$ cat src/rtl/ttt_pkg.sv
// Shared definitions for the tic-tac-toe board controller.
//   - cell codes, FSM state encoding, winner encodings
//   - default cell colours
//   - line table: the 8 winning lines as cell-index triples, ordered rows,
//     columns, diag A1-C3, diag A3-C1 (the order decides which line is
//     reported when more than one completes on the same move)
// Cell index: 0=A1 1=A2 2=A3 3=B1 4=B2 5=B3 6=C1 7=C2 8=C3.
package ttt_pkg;

  localparam int NUM_CELLS = 9;
  localparam int NUM_LINES = 8;

  typedef enum logic [1:0] {
    CELL_EMPTY = 2'b00,
    CELL_P1    = 2'b01,
    CELL_P2    = 2'b10
  } cell_t;

  typedef enum logic [1:0] {
    ST_PLAY  = 2'b00,
    ST_CHECK = 2'b01,
    ST_WIN   = 2'b10,
    ST_DRAW  = 2'b11
  } state_t;

  localparam logic [1:0] WINNER_NONE = 2'b00;
  localparam logic [1:0] WINNER_P1   = 2'b01;
  localparam logic [1:0] WINNER_P2   = 2'b10;
  localparam logic [1:0] WINNER_DRAW = 2'b11;

  localparam logic [2:0] DEF_EMPTY_COLOR = 3'b000;
  localparam logic [2:0] DEF_P1_COLOR    = 3'b100;
  localparam logic [2:0] DEF_P2_COLOR    = 3'b001;
  localparam logic [2:0] DEF_WIN_COLOR   = 3'b010;

  localparam logic [3:0] LINE_TBL [NUM_LINES][3] = '{
    '{4'd0, 4'd1, 4'd2},  // row A
    '{4'd3, 4'd4, 4'd5},  // row B
    '{4'd6, 4'd7, 4'd8},  // row C
    '{4'd0, 4'd3, 4'd6},  // col 1
    '{4'd1, 4'd4, 4'd7},  // col 2
    '{4'd2, 4'd5, 4'd8},  // col 3
    '{4'd0, 4'd4, 4'd8},  // diag A1-C3
    '{4'd2, 4'd4, 4'd6}   // diag A3-C1
  };

  // Code written into the board by the player whose turn it is.
  function automatic logic [1:0] player_code(input logic turn);
    return turn ? CELL_P2 : CELL_P1;
  endfunction

endpackage

$ cat src/rtl/ttt_line_check.sv
// Combinational line evaluator.
//   board    : 9 x 2-bit cell codes, cell i at board[2i+1:2i]
//   player   : code to look for (P1 or P2)
//   win      : some line is fully owned by player
//   win_mask : cells of the first complete line in table order
module ttt_line_check
  import ttt_pkg::*;
(
  input  logic [17:0] board,
  input  logic [1:0]  player,
  output logic        win,
  output logic [8:0]  win_mask
);

  logic [NUM_LINES-1:0] line_hit;

  for (genvar l = 0; l < NUM_LINES; l++) begin : g_line
    assign line_hit[l] = (player != CELL_EMPTY) &&
                         (board[2*LINE_TBL[l][0] +: 2] == player) &&
                         (board[2*LINE_TBL[l][1] +: 2] == player) &&
                         (board[2*LINE_TBL[l][2] +: 2] == player);
  end

  // Scan from the last line down so the lowest-numbered hit is kept.
  always_comb begin
    win      = 1'b0;
    win_mask = '0;
    for (int l = NUM_LINES-1; l >= 0; l--) begin
      if (line_hit[l]) begin
        win      = 1'b1;
        win_mask = '0;
        for (int k = 0; k < 3; k++) win_mask[LINE_TBL[l][k]] = 1'b1;
      end
    end
  end

endmodule

$ cat src/rtl/ttt_board_ctrl.sv
// Tic-tac-toe game-state controller feeding the VGA display block.
//   clk, rst (async, active low)
//   cell_sel  : target cell 0..8 (9..15 rejected)
//   place     : place button level; a rising level is one press
//   new_game  : clear the board, overrides any press
//   A1..C3_color : registered per-cell colour
//   turn, game_over, winner : game status, updated when a move is checked
//   bad_move  : one-cycle pulse on a rejected press
module ttt_board_ctrl
  import ttt_pkg::*;
#(
  parameter logic [2:0] EMPTY_COLOR = DEF_EMPTY_COLOR,
  parameter logic [2:0] P1_COLOR    = DEF_P1_COLOR,
  parameter logic [2:0] P2_COLOR    = DEF_P2_COLOR,
  parameter logic [2:0] WIN_COLOR   = DEF_WIN_COLOR
) (
  input  logic       clk,
  input  logic       rst,
  input  logic [3:0] cell_sel,
  input  logic       place,
  input  logic       new_game,
  output logic [2:0] A1_color,
  output logic [2:0] A2_color,
  output logic [2:0] A3_color,
  output logic [2:0] B1_color,
  output logic [2:0] B2_color,
  output logic [2:0] B3_color,
  output logic [2:0] C1_color,
  output logic [2:0] C2_color,
  output logic [2:0] C3_color,
  output logic       turn,
  output logic       game_over,
  output logic [1:0] winner,
  output logic       bad_move
);

  state_t                   state, state_nxt;
  logic [NUM_CELLS-1:0][1:0] board, board_nxt;
  logic [8:0]               win_mask, win_mask_nxt;
  logic [3:0]               move_cnt;
  logic                     place_q;
  logic                     press, cell_free, do_place;
  logic                     lc_win;
  logic [8:0]               lc_mask;
  logic [NUM_CELLS-1:0][2:0] color_nxt, color_q;

  assign press = place & ~place_q;

  // Guarded lookup so illegal indices never read past the board.
  always_comb begin
    cell_free = 1'b0;
    for (int i = 0; i < NUM_CELLS; i++)
      if (cell_sel == 4'(i)) cell_free = (board[i] == CELL_EMPTY);
  end

  assign do_place = (state == ST_PLAY) && press && cell_free && !new_game;

  ttt_line_check u_line_check (
    .board    (board),
    .player   (player_code(turn)),
    .win      (lc_win),
    .win_mask (lc_mask)
  );

  // State register
  always_ff @(posedge clk or negedge rst) begin
    if (!rst) state <= ST_PLAY;
    else      state <= state_nxt;
  end

  // Next-state logic
  always_comb begin
    state_nxt = state;
    case (state)
      ST_PLAY:  if (press && cell_free) state_nxt = ST_CHECK;
      ST_CHECK: begin
        if (lc_win)                state_nxt = ST_WIN;
        else if (move_cnt == 4'd9) state_nxt = ST_DRAW;
        else                       state_nxt = ST_PLAY;
      end
      default:  state_nxt = state;
    endcase
    if (new_game) state_nxt = ST_PLAY;
  end

  // Output logic: next board/mask and the colours derived from them, so the
  // registered colour lands on the same edge as the board write.
  always_comb begin
    board_nxt    = board;
    win_mask_nxt = win_mask;
    if (new_game) begin
      board_nxt    = '0;
      win_mask_nxt = '0;
    end else begin
      if (do_place)
        for (int i = 0; i < NUM_CELLS; i++)
          if (cell_sel == 4'(i)) board_nxt[i] = player_code(turn);
      if (state == ST_CHECK && lc_win) win_mask_nxt = lc_mask;
    end
    for (int i = 0; i < NUM_CELLS; i++) begin
      if (state_nxt == ST_WIN && win_mask_nxt[i]) color_nxt[i] = WIN_COLOR;
      else case (board_nxt[i])
        CELL_P1: color_nxt[i] = P1_COLOR;
        CELL_P2: color_nxt[i] = P2_COLOR;
        default: color_nxt[i] = EMPTY_COLOR;
      endcase
    end
  end

  always_ff @(posedge clk or negedge rst) begin
    if (!rst) begin
      board     <= '0;
      win_mask  <= '0;
      move_cnt  <= '0;
      turn      <= 1'b0;
      winner    <= WINNER_NONE;
      game_over <= 1'b0;
      bad_move  <= 1'b0;
      place_q   <= 1'b0;
      color_q   <= {NUM_CELLS{EMPTY_COLOR}};
    end else begin
      place_q  <= place;
      board    <= board_nxt;
      win_mask <= win_mask_nxt;
      color_q  <= color_nxt;
      bad_move <= !new_game && (state == ST_PLAY) && press && !cell_free;
      if (new_game) begin
        move_cnt  <= '0;
        turn      <= 1'b0;
        winner    <= WINNER_NONE;
        game_over <= 1'b0;
      end else begin
        if (do_place) move_cnt <= move_cnt + 4'd1;
        if (state == ST_CHECK) begin
          if (lc_win) begin
            winner    <= turn ? WINNER_P2 : WINNER_P1;
            game_over <= 1'b1;
          end else if (move_cnt == 4'd9) begin
            winner    <= WINNER_DRAW;
            game_over <= 1'b1;
          end else begin
            turn <= ~turn;
          end
        end
      end
    end
  end

  assign A1_color = color_q[0];
  assign A2_color = color_q[1];
  assign A3_color = color_q[2];
  assign B1_color = color_q[3];
  assign B2_color = color_q[4];
  assign B3_color = color_q[5];
  assign C1_color = color_q[6];
  assign C2_color = color_q[7];
  assign C3_color = color_q[8];

endmodule

$ cat config.mk
export PLATFORM = sky130hd
export DESIGN_NAME = ttt_board_ctrl
export DESIGN_NICKNAME = d
export VERILOG_FILES = /design/src/rtl/ttt_pkg.sv /design/src/rtl/ttt_line_check.sv /design/src/rtl/ttt_board_ctrl.sv
export SDC_FILE = /design/constraint.sdc
export NUM_CORES = 1
export LEC_CHECK = 0
export ABC_AREA = 1
export BUFFER_PORTS_ARGS = -buffer_cell sky130_fd_sc_hd__buf_2
export CAP_MARGIN = 20
export CELL_PAD_IN_SITES_DETAIL_PLACEMENT = 0
export CELL_PAD_IN_SITES_GLOBAL_PLACEMENT = 1
export CORE_UTILIZATION = 47
export CTS_CLUSTER_DIAMETER = 40
export DETAILED_ROUTE_END_ITERATION = 10
export GPL_TIMING_DRIVEN = 0
export PLACE_DENSITY = 0.89
export SLEW_MARGIN = 10
export SYNTH_ARGS = -nofsm -noshare
export SYNTH_HDL_FRONTEND = slang
export SYNTH_SLANG_ARGS = --single-unit
export TNS_END_PERCENT = 30
$ cat constraint.sdc
create_clock -name clk -period 4.45 [get_ports clk]
set_clock_uncertainty 0.2 [all_clocks]
set_input_delay 0.89 -clock clk [delete_from_list [all_inputs] [get_ports clk]]
set_output_delay 0.89 -clock clk [all_outputs]
set_load 0.01 [all_outputs]
# --- After elaboration in Yosys (flattened, before gate mapping) ---
# Index checks and enable logic that the tools add are counted.
classes:
  addsub: 1
  n_eq_ne: 40
  n_mux: 76
  bitwise_logic: 3
  reduce_logical: 57
op_table:
  columns: ["op", "count"]
  rows:
  - ["two-way mux 9 bit", 9]
  - ["one-hot mux 3 bit (2 select lines)", 9]
  - ["logical AND 1 bit", 38]
  - ["two-way mux 18 bit", 2]
  - ["two-way mux 2 bit", 18]
  - ["two-way mux 3 bit", 9]
  - ["two-way mux 1 bit", 25]
  - ["== test 2 x 1 -> 1 bit (second input constant)", 10]
  - ["== test 2 bit (second input constant)", 10]
  - ["zero test 2 bit", 10]
  - ["== test 2 bit", 9]
  - ["== test 4 x 3 -> 1 bit (second input constant)", 4]
  - ["== test 4 x 2 -> 1 bit (second input constant)", 2]
  - ["== test 4 bit (second input constant)", 2]
  - ["two-way mux 4 bit", 2]
  - ["two-way mux 7 bit", 1]
  - ["nonzero test 2 bit", 3]
  - ["adder 4 x 1 -> 4 bit (second input constant)", 1]
  - ["== test 4 x 1 -> 1 bit (second input constant)", 1]
  - ["zero test 4 bit", 1]
  - ["inequality test 2 bit (second input constant)", 2]
  - ["one-hot mux 2 bit (2 select lines)", 1]
  - ["AND reduction 3 bit", 1]
  - ["nonzero test 3 bit", 1]
  - ["4 further kinds", 6]
totals:
  register_bits: 66
  inputBits: 8
  word_cells: 203

# --- Logic depth before layout (Yosys ltp) ---
depth:
  depth_word: 19
  mapped_depth: 17

# --- Cells and area by module ---
# Synthesis repeated with hierarchy kept, for this count alone.
hier_totals:
  hier_cells: 561
  hier_area_um2: 3829.9
by_module_without_submodules:
  columns: ["mod", "instances", "cells_each", "area_each_um2"]
  rows:
  - ["ttt_board_ctrl", 1, 400, 3131.8]
  - ["ttt_line_check", 1, 161, 698.2]

# --- Worst setup path after synthesis ---
# No wires, ideal clock.
synth_timing:
  kind: "in2reg"
  from: "input port cell_sel[1]"
  to: "register color_q, in the netlist C1_color[2]"
  setup_time_ps: 72
  arrival_time_ps: 2248
  t_required_ps: 4178
  setup_slack_ps: 1930
  path_stages: 14
  path_cell_list: "nor2_1 > inv_1 > nor3_1 > inv_1 > nand2_1 > inv_1 > nand3_1 > nand3_2 > buf_2 > nand2_1 > nand2_1 > inv_1 > nand3_1 > nor2_1"
synth_rtl:
  columns: ["element", "line", "text"]
  rows:
  - ["start: declaration", "ttt_board_ctrl.sv:19", "input logic [3:0] cell_sel,"]
  - ["end signal: assignment", "ttt_board_ctrl.sv:120", "color_q <= {NUM_CELLS{EMPTY_COLOR}};"]
  - ["end signal: assignment", "ttt_board_ctrl.sv:125", "color_q <= color_nxt;"]
  - ["end: declaration", "ttt_board_ctrl.sv:45", "logic [NUM_CELLS-1:0][2:0] color_nxt, color_q;"]

==> out/metrics.cfg <==
[status]
status=finished, final reports clean

[min_path]
hold_path.class=reg2reg

[synth]
syn_nets=501
avgSynthCellArea_sq_um=7.75
syn_area_sq_um=3800
netlist.area_leader.share_pct=43.4
synth-seq-cells=66
synth_fa_ha_area_share_pct=0.658
yosysUniqueCellTypes=34
yosys-top-cells-area=dfrtp_1 (43%), nand2_1 (9.9%), nand3_1 (7.5%), inv_1 (6.4%), nor2_1 (6.2%)
synth_top_family_by_area=simple AND/OR/NAND/NOR gates
yosys_warnings=0
synth_xor_area_share_pct=0
netlist_instances=491
synth_compound_area_share_pct=9.04
synth.mux.area_fraction_pct=0
ys_seq_area_share_pct=43.4
yosys.area_share.simple_pct=37.6
synth_largest_area_cell=dfrtp_1

[detailed_routing]
vias_per_cell=5.01
drt-initial-drc-count=203
ant_nets=0
wl_per_cell_um=13.8
drc=0
wirelength_um=8930
dr.pass1.iters=4
vias=3244

[layout]
mostFrequentLayoutCell=nand2_1
area_growth_syn_to_layout_pct=14.5
drive_above_1_share_pct=22.0
n_antenna_cell=0
fill_cells=751
mostFrequentLayoutCells=nand2_1 (100), dfrtp_1 (66), inv_1 (65)
nets=551

[die]
die_h_um=92.0
rows=32
die_area_sq_um=8460
io_pins=40
core_area_sq_um=7770
die_x_um=92.0
start_util_pct=49.0

[pwr]
vdd_drop_max_v=0.000208
leakage_nw=2.21
cellPowerDensity_nw_per_um2=294

[grt]
antenna_found_initial=0
grt_pass1_wl_um=15000
grt.overflow.total=0
grt.total_usage_pct=23.3
grt_max_degree=67
grt_pass1_vias=3079

[clock_tree]
root_buffer=clkbuf_8
cts_max_level=3
postCtsHoldBufs=0
cts_resized=0
post_cts_buffers=0
clk_pin_slew_ps=80
clock-sinks=66
cts_buffers=9
cts_tree=done
cts.path.max_buffers=2
clock_latency_ps=350

[sta]
slew_violations=0
fin_tns_setup_ps=0
tightestPinTransition_ps=803
rsz0062_at_grt=false
finalHoldViolCount=0
fin_crit_ps=2760
relSlewSlack_pct=46.5
setup_viol=0
max_freq_mhz=362
min_period_over_period_pct=62.1
finalHoldWorstSlack_ps=316

[setup_path]
max_stage_delay_ps=530
crit_required_ps=4510
crit_type=in2reg
endpoint_kind=register
path_cells=buf_2, nor2_1, inv_1, nor3_1, inv_1, nand2_1, inv_1, nand3_1, nand3_2, buf_2, nand2_1, nand2_1, inv_1, nand3_1, nor2_1
cp.buffers_inverters=6
cp_top_family=simple AND/OR/NAND/NOR gates
start_kind=primary input
worstPathMaxFanout=10
cp.arrival_ps=2820
crit_slowest_cell=nor3_1
cp_common_cell=inv_1

[placement]
port_buffers=39
dp_hpwl_um=6620
gp_congestion=0.868

[run]
drv_cap=0

==> tightest hold or removal path: cells and delay by family (launching register included) <==
kind            cells  cell delay, ps
compound gates      1              50
buf+inv             1              50
flops               1             380
==> path summary, 6_finish.rpt <==
check,to,startpoint,cells past startpoint,slack (ps)
max reg2reg,A2_color[2]$_DFF_PN0_,turn$_DFFE_PN0P_,14,1920
max,C2_color[2]$_DFF_PN0_,cell_sel[1],15,1690
min reg2reg,game_over$_DFFE_PN0P_,game_over$_DFFE_PN0P_,2,320
min,game_over$_DFFE_PN0P_,game_over$_DFFE_PN0P_,2,320
max in group asynchronous,C2_color[2]$_DFF_PN0_,rst,1,3100
min in group asynchronous,board[9]$_DFF_PN0_,rst,1,440
==> stage by stage <==
step	area [sq um]	power (mW)	utilization (%)	worst slack, ps	cells
finish	4360	1.28	56.1	1690	648
global route	4360	1.32	56.1	1370	648
CTS	4360	1.29	56.1	1660	648
detailed placement	4130	0.715	53.2	1320	632
global placement	4130	0.714	53.1	1350	632
floorplan	3800	0.677	-	1930	491
==> cell families (layout without fill, tap and decap cells) <==
| logic type | Yosys count | in the layout |
|---|---|---|
| AOI/OAI and AO/OA | 60 | 60 |
| adders and majority gates | 2 | 2 |
| buffers and inverters | 85 | 140 |
| and+or+nand+nor | 278 | 278 |
| DFF | 66 | 66 |
==> synthesized netlist by cell type <==
library cell	n
nand3_1	57
nand3_4	2
o21ai_1	7
o21ai_2	5
a21boi_2	1
nor3_1	5
inv_1	65
nand4_1	4
buf_6	3
nand2_1	100
nor2_2	6
inv_2	1
nand3_2	7
buf_4	1
nor2b_1	1
o21ai_0	27
ha_1	2
nor4_1	1
nor2_4	15
clkbuf_1	8
a31oi_1	1
nand2_4	5
inv_4	2
dfrtp_1	66
clkinv_1	2
nor2_8	1
nor2_1	63
a21oi_4	1
a21oi_1	16
o211ai_1	1
buf_2	3
a21oi_2	1
nand2_2	10
nand2_8	1
==> routing by layer <==
layer	GRT usage, %	up-vias	share of wire [%]
li1	-	1655	-
met4	8.98	0	1.3
met1	30.1	1502	46
met5	0	-	0
met2	39.2	77	48
met3	3.48	10	4.1
==> sequential cells by signal, indices dropped and copies added (netlist names), 2 cells and up <==
name      count
A1_color      3
A2_color      3
A3_color      3
B1_color      3
B2_color      3
B3_color      3
C1_color      3
C2_color      3
C3_color      3
board        18
move_cnt      4
state         2
win_mask      9
winner        2
==> power by group <==
group          leakage, nW  switching, mW  internal (mW)
Sequential           0.919        0.00219          0.602
Clock                0.109          0.245          0.332
Combinational         1.18         0.0737         0.0245
Total                 2.21          0.321          0.958
==> final cells by class <==
type	instances	area, sq um	share of cell area, %
multi-input cells	340	1800	41.3
flip-flops and latches	66	1650	37.9
inverters	70	268	6.15
repair buffers	39	198	4.54
clock buffers	10	138	3.16
well taps	102	128	2.93
clock inverters	6	88.8	2.04
plain buffers	15	86.3	1.98
Note: power is estimated with default switching activity, not from simulation.
